$ cat src/rtl/mux_scan_sequencer.sv
// Round-robin select sequencer for a 4:1 mux: settles on each channel, samples
// the mux output into a 4-bit frame and hands frames off over valid/ready.
module mux_scan_sequencer #(
  parameter int unsigned SETTLE_CYCLES = 2
) (
  input  logic       i_clk,
  input  logic       i_reset_n,
  input  logic       i_start,
  input  logic       i_cont,
  input  logic       i_mux_out,
  input  logic       i_frame_ready,
  output logic       o_ctrl1,
  output logic       o_ctrl2,
  output logic [3:0] o_frame,
  output logic       o_frame_valid,
  output logic       o_busy,
  output logic [7:0] o_frame_count
);

  localparam int unsigned CHAN_W   = 2;
  localparam int unsigned SETTLE_W = 4;
  localparam int unsigned FRAME_W  = 4;
  localparam int unsigned COUNT_W  = 8;
  localparam logic [SETTLE_W-1:0] SETTLE_INIT = SETTLE_W'(SETTLE_CYCLES);
  localparam logic [CHAN_W-1:0]   LAST_CHAN   = CHAN_W'(3);

  typedef enum logic [1:0] {
    IDLE = 2'd0,
    SCAN = 2'd1,
    WAIT = 2'd2
  } state_t;

  state_t               r_state, w_state_nxt;
  logic [CHAN_W-1:0]    r_chan, w_chan_nxt;
  logic [SETTLE_W-1:0]  r_settle, w_settle_nxt;
  logic [FRAME_W-1:0]   r_shadow, w_shadow_nxt;
  logic [FRAME_W-1:0]   r_frame, w_frame_nxt;
  logic                 r_valid, w_valid_nxt;
  logic                 r_busy;
  logic [COUNT_W-1:0]   r_count;
  logic                 w_load;
  logic                 w_xfer;

  // Next-state logic: scan sequencing, frame load and handshake bookkeeping
  always_comb begin
    w_state_nxt  = r_state;
    w_chan_nxt   = r_chan;
    w_settle_nxt = r_settle;
    w_shadow_nxt = r_shadow;
    w_frame_nxt  = r_frame;
    w_valid_nxt  = r_valid;
    w_load       = 1'b0;
    w_xfer       = r_valid & i_frame_ready;

    case (r_state)
      IDLE: begin
        w_chan_nxt = '0;
        if (i_start) begin
          w_state_nxt  = SCAN;
          w_settle_nxt = SETTLE_INIT;
        end
      end
      SCAN: begin
        if (r_settle != '0) begin
          w_settle_nxt = r_settle - SETTLE_W'(1);
        end else begin
          w_shadow_nxt[r_chan] = i_mux_out;
          if (r_chan == LAST_CHAN) begin
            if (!r_valid || i_frame_ready) begin
              w_load = 1'b1;
            end else begin
              w_state_nxt = WAIT;
            end
          end else begin
            w_chan_nxt   = r_chan + CHAN_W'(1);
            w_settle_nxt = SETTLE_INIT;
          end
        end
      end
      WAIT: begin
        if (i_frame_ready) begin
          w_load = 1'b1;
        end
      end
      default: begin
        w_state_nxt = IDLE;
        w_chan_nxt  = '0;
      end
    endcase

    // A loaded frame either chains straight into the next scan or parks in IDLE
    if (w_load) begin
      w_frame_nxt  = w_shadow_nxt;
      w_valid_nxt  = 1'b1;
      w_chan_nxt   = '0;
      w_settle_nxt = SETTLE_INIT;
      w_state_nxt  = i_cont ? SCAN : IDLE;
    end else if (w_xfer) begin
      w_valid_nxt = 1'b0;
    end
  end

  always_ff @(posedge i_clk or negedge i_reset_n) begin
    if (!i_reset_n) begin
      r_state  <= IDLE;
      r_chan   <= '0;
      r_settle <= '0;
      r_shadow <= '0;
      r_frame  <= '0;
      r_valid  <= 1'b0;
      r_busy   <= 1'b0;
      r_count  <= '0;
    end else begin
      r_state  <= w_state_nxt;
      r_chan   <= w_chan_nxt;
      r_settle <= w_settle_nxt;
      r_shadow <= w_shadow_nxt;
      r_frame  <= w_frame_nxt;
      r_valid  <= w_valid_nxt;
      r_busy   <= (w_state_nxt != IDLE);
      r_count  <= r_count + COUNT_W'(w_xfer);
    end
  end

  assign o_ctrl1       = r_chan[1];
  assign o_ctrl2       = r_chan[0];
  assign o_frame       = r_frame;
  assign o_frame_valid = r_valid;
  assign o_busy        = r_busy;
  assign o_frame_count = r_count;

endmodule

$ cat config.mk
export PLATFORM = sky130hd
export DESIGN_NAME = mux_scan_sequencer
export DESIGN_NICKNAME = d
export VERILOG_FILES = /design/src/rtl/mux_scan_sequencer.sv
export SDC_FILE = /design/constraint.sdc
export NUM_CORES = 1
export LEC_CHECK = 0
export CORE_MARGIN = 2
export CORE_UTILIZATION = 45
export CTS_BUF_LIST = sky130_fd_sc_hd__clkbuf_8
export CTS_CLUSTER_DIAMETER = 50
export DETAILED_ROUTE_END_ITERATION = 16
export PLACE_DENSITY = 0.73
export SYNTH_ARGS = -nofsm -noshare
export SYNTH_HDL_FRONTEND = slang
export SYNTH_SLANG_ARGS = --single-unit
export TNS_END_PERCENT = 10
$ cat constraint.sdc
create_clock -name i_clk -period 2 [get_ports i_clk]
set_input_delay 0.5 -clock i_clk [delete_from_list [all_inputs] [get_ports i_clk]]
set_output_delay 0.5 -clock i_clk [all_outputs]
set_load 0.03 [all_outputs]
Word-level counts from Yosys, hierarchy flattened
Cells that the tools add are included.

Input bits: 6. Bits in registers: 26.

Add/sub/neg operators: 3. Reductions and logical operators: 10. Magnitude comparators: 2. Bitwise operators: 1. Eq/ne operators: 8. Mux-type cells: 28.

Operators by type and width (number): $mux 4 (6); $mux 2 (8); $ne 3x3->1 const B (3); $add 8x1->8 (1); $mux 1 (8); $pmux 4 s2 (1); $pmux 2 s3 (1); $reduce_and 3->1 (2); $bwmux 4 (1); $eq 2x2->1 const B (2); $ne 4x4->1 const B (1); $pmux 2 s2 (1); $reduce_bool 2->1 (2); $reduce_bool 4->1 (1); $sub 4x1->4 const B (1); $lt 2x3->1 const B (1); $reduce_bool 3->1 (1); $add 2x1->2 const B (1); $demux 1 s2 (1); $eq 2x1->1 const B (1); $ge 2x1->1 const B (1); $logic_not 2->1 (1); $ne 2x2->1 const B (1); $pmux 1 s2 (1); 4 further kinds (4).

Depth between registers and ports, before layout
Gate-level depths: netlist (run 1).

Word-level depth: 8. Mapped depth: 8.

Worst setup path before layout (run 1)
No wires, ideal clock.

Path kind: register to register. Start: register r_state[1]. End: register r_frame[3] (netlist: o_frame[3]). Path slack: 0.182 ns. Arrival time: 1.692 ns. Period minus slack after synthesis: 1.818 ns. Cell stages (with the launch flop): 8. Required time: 1.875 ns. Cell sequence: dfrtp_1 > inv_1 > ha_1 > and4bb_4 > nand4_1 > nand2_2 > buf_6 > mux2_4.

Cells in the longest elaborated chain, start to end: 2. Elaborated cells between the ends (all ways): 4. Those cells by class: 2 x eq/ne; 2 x mux.

Ends and longest elaborated chain: start, declared (line 33) `state_t r_state, w_state_nxt;`; start signal, assigned (line 114) `r_state <= w_state_nxt;`; $eq 2x2->1 or $eq 2x1->1 (tied branches) (line 55) `case (r_state)`; $pmux 1 s2 or $mux 4 (tied branches) (line 55); end signal, assigned (line 118) `r_frame <= w_frame_nxt;`; end, declared (line 37) `logic [FRAME_W-1:0] r_frame, w_frame_nxt;`.

Several ways; a longest one is shown, not always the timed one. A chain may end at the register's enable or synchronous reset.

Worst setup path in the final report (run 1)
Start: register r_chan[1]. End: output o_ctrl1.

RTL lines: start, declared (line 34) `logic [CHAN_W-1:0] r_chan, w_chan_nxt;`; start signal, assigned (line 115) `r_chan <= w_chan_nxt;`; end, declared (line 12) `output logic o_ctrl1,`.

No word-level cell between the ends.

==> impl.org, run 1 <==
** Synth
- The synthesized design contains 26 register bits.
- Cell type with the largest total area after synthesis :: dfrtp_1
- Number of distinct library cell variants in the gate-level netlist after synthesis :: 33
- Syn Inst Count :: approximately 120
- In this run the cell area of the synthesized design comes to 0.00134 mm².
- By area the synthesized netlist is led by dfrtp_1 49%, ha_1 11%, mux2_4 5.6%.
- The share of synthesized area in the top cell type comes to 48.7%.
- The share of the Yosys chip area taken by registers is 48.7%.
- After synthesis, the mean cell area works out to between 10 and 15 µm².
- The number of nets handed over by synthesis was 135.
- Number of warnings issued by yosys :: 0

** Timing
- RSZ-0062 raised after global routing :: no
- Dividing the final minimum period by the clock period gives ~95%.
- Post-Route Skew :: 3.45 ps
- The tightest hold path in the finished design has a slack of ~480 ps.
- Setup violations remaining at the end of the flow were counted as 0.
- At the pin with the least slew margin, the transition time is around 440 ps.
- Final Hold Violating Endpoints :: 0
- For this run, the top clock speed supported by timing is about 530 MHz.
- Final-report max-slew violation count :: 0
- Max_slew headroom :: 70.7%
- The worst path in the final design needs a cycle of about 1900 ps, including I/O delays and setup.
- In the final timing run, aggregate negative setup slack is 0 ps.

** Clocking
- Root Buffer :: clkbuf_8
- Number of buffers added to fix hold violations after cts :: 0
- TritonCTS built the clock tree.
- After clock tree synthesis, the clock-pin slew on the worst setup and hold paths is 90 ps.
- # H-tree levels :: 1
- Once the clock tree was built, the resizer swapped 0 gates to a different size.
- Clk Latency, worst-skew pair :: around 270 ps
- Setup Buffers After CTS :: 0
- In this run, CTS created clock tree buffers numbering 3.
- Clock sinks :: 26
- Counting along the longest clock path gives a buffer depth of 2.

** Pwr
- Final Total Pwr :: 1.82 mW
- For this design the static power due to leakage is around 0.8 nW.
- Power per unit of standard cell area :: 1070 mW/mm²
- VDD sags by at most 682 µV.

** Floorplan
- In this run the horizontal extent of the chip is 58.5 µm.
- From bottom edge to top edge, the die measures about 60 µm.
- Initial standard-cell utilization of the core :: 48.0%
- Number of ports placed on the die boundary :: 22
- The floorplan has 19 rows.
- Area of the placeable core :: 0.00278 mm²
- Die footprint :: 0.00342 mm²

** Hold path
- The min-delay analysis places its worst path in the category register to register.
- Counting instances, the worst hold path has a depth of 1.

** Route
- The final route contains ~950 vias.
- First drt pass iteration count :: 3
- The detailed router finished its first iteration with 9 violations.
- In the routed layout, each cell is associated on average with a via count of 5.32.
- Routed length per placed instance :: 13.5 µm
- For this run, design rule violations remaining after detail routing come to 0.
- Final Routed Wirelength :: 2420 µm
- Number of routed nets with antenna violations :: 0

** Setup path
- Data required time at the worst endpoint :: 1500 ps
- Highest net fanout along the worst path :: 5
- Category of the worst setup path launch point :: register
- Cell family with most CP delay :: buffers and inverters
- Register-to-Register Path Depth :: 7
- The slowest stage of the critical path is the clkdlybuf4s50_1 cell.
- Critical path depth in cells :: 1
- By startpoint and endpoint, the worst setup path is classified as register to output pin.
- Critical Path AT :: 1400 ps
- Worst path cell trace :: clkdlybuf4s50_1
- Sum of buffers and inverters on the critical path :: 1
- Endpoint type of the worst setup path :: output pin
- Worst stage delay on the critical path :: 700 ps

** Global route
- Entering global routing, the biggest net connects 27 pins.
- First-pass GRT wire length :: between 4000 and 5000 µm
- GRT overflow :: 0
- Antenna violations before repair :: 0
- Global routing consumed, over all layers together, 16.5% of the routing resources.
- Via count of the first global-routing pass :: 1020

** Layout
- Excluding fillers, the count of instances in the completed layout stands at approximately 180.
- The library cell used most frequently in the layout, excluding fill and tap cells, is dfrtp_1.
- The repair_antennas step left the layout with diodes totalling 0.
- Layout area overhead :: 27.1%
- Counting the fill cells in the layout gives 240.
- Commonest cells after routing, fill and taps aside :: 26 x dfrtp_1, 21 x clkdlybuf4s50_1, 12 x ha_1
- Layout cells sized above 1 :: 14.9%
- At the end of the flow, the number of nets in the layout was 167.

** Placement
- HPWL after detailed placement :: approximately 1900 µm
- Global placement routability congestion :: 0.831
- Buffers on Ports :: 21
- After detailed placement, the design holds a cell count of between 150 and 200.

** Status
- The run finished with clean final reports.

** Job
- Max_cap viols :: 0
## synthesized netlist by cell type
master,count
nor2b_1,2
mux2_2,3
o211ai_1,1
nand2b_1,2
dfrtp_1,26
o31ai_1,2
xnor2_1,4
nor2_1,5
nor3b_1,2
buf_6,1
and2_1,1
mux2i_1,3
nand3b_1,1
nand4_1,1
nand2_2,1
a21oi_1,3
nand4b_1,1
and4bb_4,1
nand3_1,6
a31oi_1,1
ha_1,12
a21o_1,1
or2_2,1
nor3_1,3
xor2_1,2
nand2_1,10
a22oi_1,1
inv_1,8
and3_1,2
a211oi_1,1
o21ai_0,3
a311oi_1,1
mux2_4,5
## where the power goes
group          internal [mW]  leakage (nW)  switching, mW  total (mW)
clock                  0.267        0.0357          0.162       0.429
sequential             0.638         0.327         0.0763       0.714
combinational          0.319         0.451          0.361       0.680
## cell families after synthesis
| kind of cell | Yosys count | share of synthesized area [%] |
|---|---|---|
| compound gates | 14 | 6.75 |
| fa+ha+maj | 12 | 11.2 |
| xor+xnor | 6 | 3.94 |
| mux | 11 | 10.4 |
| buf+inv | 9 | 3.09 |
| simple gates | 39 | 15.8 |
| flops | 26 | 48.7 |
## registers in the layout, indices dropped and copies added (netlist names)
name and flops:
r_shadow 4, r_chan 2, r_settle 4, r_state 2, o_busy 1, o_frame_count 8, o_frame 4, o_frame_valid 1
## layer usage
layer / up-vias / track usage [%] / part of all wire [%]
li1: 469 / - / -
met1: 459 / 22.8 / 49
met2: 20 / 27.3 / 46
met3: 5 / 2.64 / 3.8
met4: 0 / 3.99 / 1.1
met5: - / 0 / 0
## cell type report
type / count / area (µm²) / area share [%]
clock inverter: 1 / 30.0 / 1.77
clock buffer: 3 / 41.3 / 2.43
tap: 31 / 38.8 / 2.29
timing repair buffer: 28 / 263 / 15.5
multi-input combinational: 82 / 643 / 37.9
sequential: 26 / 651 / 38.3
inverter: 8 / 30.0 / 1.77
## stage by stage
stage | setup slack (ps) | area [µm²] | util, %
after floorplan | 182 | 1340 | -
after global placement | -57.3 | 1630 | 58.4
after detailed placement | -86.1 | 1630 | 58.4
after CTS | 90.5 | 1700 | 61.0
after global routing | 39.9 | 1700 | 61.0
final | 99.9 | 1700 | 61.0
## final timing paths
kind / to / slack [ps] / start
worst min register to register: o_frame_count[7] / 480 / o_frame_count[7]
min in group asynchronous: o_frame_count[3] / 590 / i_reset_n
worst max-delay path: o_ctrl1 / 100 / r_chan[1]
worst min-delay path: o_frame_count[7] / 480 / o_frame_count[7]
worst max register to register: o_busy / 190 / r_settle[0]
max in group asynchronous: r_chan[1] / 1160 / i_reset_n
Note: power is estimated with default switching activity, not from simulation.
==> run 2: changes to the inputs <==
CAP_MARGIN = 25   (was unset)
HOLD_SLACK_MARGIN = 0.06   (was unset)
==> results of run 2 <==
The final DEF is identical to that of run 1; final timing and power are the same.
==> run 3: changes to the inputs <==
DONT_BUFFER_PORTS = 1   (was unset)
PLACE_DENSITY = 0.64   (was 0.73)
==> run 3 against run 2 <==
Final cell count shrank 11%. Global-route usage shrank 0.46 points. Power shrank 2.6%.
==> impl.org, run 3 (synthesis results as in run 1) <==
** Timing
- For this run, the top clock speed supported by timing is 562 MHz.
- Final-report max-slew violation count :: 0
- Number of endpoints failing setup at the final stage :: 0
- In this run the tightest slew margin relative to its limit is 71.1%.
- Setup repair after global routing left no endpoint under its margin.
- Final critical delay including setup and external delays :: 1780 ps
- At the pin with the least slew margin, the transition time is around 430 ps.
- Dividing the final minimum period by the clock period gives 89.0%.
- Post-Route Skew :: 2.09 ps
- Adding up every negative setup slack in the final design gives 0 ps.
- The hold violation total from the final report came to 0.
- Hold_ws :: approximately 370 ps

** Clocking
- CTS Buf Count :: 3
- Clock transition at the registers of the reported paths :: 90 ps
- Setup Buffers After CTS :: 0
- The cell sitting at the root of the clock tree is a clkbuf_8.
- Clk Latency, worst-skew pair :: approximately 270 ps
- The clock net in this run drives a total of 26 sinks.
- TritonCTS built the clock tree.
- Clock tree buffer depth :: 2
- # H-tree levels :: 1

** Pwr
- IR analysis of the VDD net gives a maximum drop of 1180 µV.
- Dividing total power by cell area gives a power density of 1180 mW/mm².
- Clock network fraction of total power :: between 20% and 30%
- In this run the static leakage power is roughly 0.75 nW.
- Final Total Pwr :: approximately 1.8 mW
- Internal :: 1.18 mW
- Portion of total power attributed to sequential cells :: a little over two fifths
- Per report_power, the combinational group accounts for 32.7% of the total.
- NetSw :: 0.599 mW
- In this run switching power makes up 33.7% of total power.

** Floorplan
- Pin placement for this block handled 22 I/O pins.
- After floorplanning, the core was sized to cover 0.00278 mm².
- Die footprint :: around 0.0034 mm²
- Measured along the x axis, the die boundary spans 58.5 µm.
- Std cell rows :: 19
- Once the floorplan was initialized, standard cells occupied 48.0% of the core.
- Die boundary height :: approximately 60 µm

** Status
- The flow ran to the end, and the final reports show no timing, DRC or antenna violations.

** Setup path
- Among all stages on the critical path, the largest delay is contributed by dfrtp_1.
- Data required time at the worst endpoint :: 2160 ps
- The worst setup path is launched from a register.
- The setup path with the least slack is of type register to register.
- Data arrives at the worst endpoint at 1940 ps.
- Traced cell by cell, the critical path runs through inv_1 > ha_1 > and4bb_4 > nand4_1 > nand2_2 > mux2_2.
- Worst stage delay on the critical path :: around 440 ps
- Counting both buffers and inverters, the worst setup path holds a total of 1.
- Cell family with most CP delay :: simple AND/OR/NAND/NOR gates
- Along the worst path, the maximum fanout reaches 5.
- Endpoint type of the worst setup path :: register

** Layout
- Across the whole layout, storage elements account for 651 µm².
- Max FFs per register :: 8
- In the final layout, the share of cells above drive strength 1 is 17.2%.
- Fill cell instance count of the final layout :: 233
- In the final layout, the multi-input gates occupy between 600 and 700 µm².
- In the layout the commonest cells are 26 x dfrtp_1, 12 x ha_1, 10 x nand2_1.
- Layout area overhead :: 13.0%
- The library cell used most frequently in the layout, excluding fill and tap cells, is dfrtp_1.
- Antenna Cells :: 0
- The final layout contains between 100 and 150 nets.

** Global route
- Entering global routing, the biggest net connects 27 pins.
- Via count of the first global-routing pass :: 957
- The initial antenna violation count is 0.
- After global routing the overflow that remains totals 0.
- Global-route usage over all layers :: 16.1%
- The first global-routing pass estimated 4180 µm of wire.

** Route
- Using the TritonRoute via totals, the vias-per-cell ratio works out to 5.40.
- The pre-antenna-repair detailed-routing pass consisted of 4 iterations.
- Met3 routed wirelength :: between 100 and 150 µm
- Starting DRT DRC Count :: 21
- For this block, wires on met1 add up to 1060 µm.
- After detailed routing, no signal wire sits above met4.
- Routed length per placed instance :: ~15 µm
- DRC errors left :: 0
- The routed design uses 1180 µm of met2 wire.
- Via count :: 859
- Final Routed Wirelength :: between 2000 and 2500 µm
- Number of routed nets with antenna violations :: 0

** Hold path
- Min-Delay Path Class :: primary input to register

** Placement
- The congestion estimate from routability-driven global placement came to 0.813.
- Buffers on Ports :: 0
- HPWL after detailed placement :: around 1800 µm

** Job
- Across the run, the number of max-cap violations was 0.
==> run 3: changes by cell type in the layout (fill, tap and decap cells not counted), sizes merged <==
cell | before | now
clkdlybuf4s50 | 21 | 0
dlygate4sd3 | 0 | 1
==> run 3: metal layers <==
layer	global-route usage, %	up-vias
met5	0	-
met2	27.6	18
met1	19.4	414
li1	-	425
met4	2.99	0
met3	5.93	2
==> run 3: metrics by stage <==
| stage | util (%) | instances | instance area (µm²) | worst slack (ps) |
|---|---|---|---|---|
| global placement | 50.6 | 153 | 1410 | 247 |
| detailed placement | 50.6 | 153 | 1410 | 232 |
| CTS | 54.3 | 159 | 1510 | 222 |
| finish | 54.3 | 159 | 1510 | 220 |
| floorplan | - | 117 | 1340 | 182 |
| global route | 54.3 | 159 | 1510 | 57.6 |
==> run 3: final timing paths <==
path,from,endpoint,slack (ps),depth (start not counted)
worst min register to register,r_shadow[0],r_shadow[0],500,1
min in group asynchronous,i_reset_n,o_frame_count[1],650,2
worst min-delay path,i_cont,o_busy,370,2
max in group asynchronous,i_reset_n,r_shadow[2],1200,2
worst max-delay path,r_state[1],o_frame[0],220,6
worst max register to register,r_state[1],o_frame[0],220,6
==> run 3: final cells by class <==
cell class | count | share of cell area [%]
Clock buffer | 3 | 2.74
Clock inverter | 1 | 1.99
Inverter | 8 | 1.99
Multi-Input combinational cell | 82 | 42.6
Sequential cell | 26 | 43.1
Tap cell | 31 | 2.57
Timing Repair Buffer | 8 | 4.98
==> run 3: worst register-to-register path, stage by stage (launching register included) <==
cell and delay, ps:
dfrtp_1 440, inv_1 100, ha_1 170, and4bb_4 280, nand4_1 170, nand2_2 180, mux2_2 350
==> run 3: what timing repair did <==
item                      4_1_cts  5_1_grt
resized for setup               0        0
hold endpoints to repair       26        0
hold buffers                    2        0
==> run 3: power by group through the flow <==
| stage | combinational, mW | sequential (mW) | clock, mW |
|---|---|---|---|
| after detailed placement | 0.562 | 0.770 | 0 |
| after global placement | 0.548 | 0.771 | 0 |
| final | 0.580 | 0.765 | 0.430 |
| after CTS | 0.583 | 0.764 | 0.441 |
| after global routing | 0.663 | 0.777 | 0.462 |
| after floorplan | 0.423 | 0.774 | 0 |
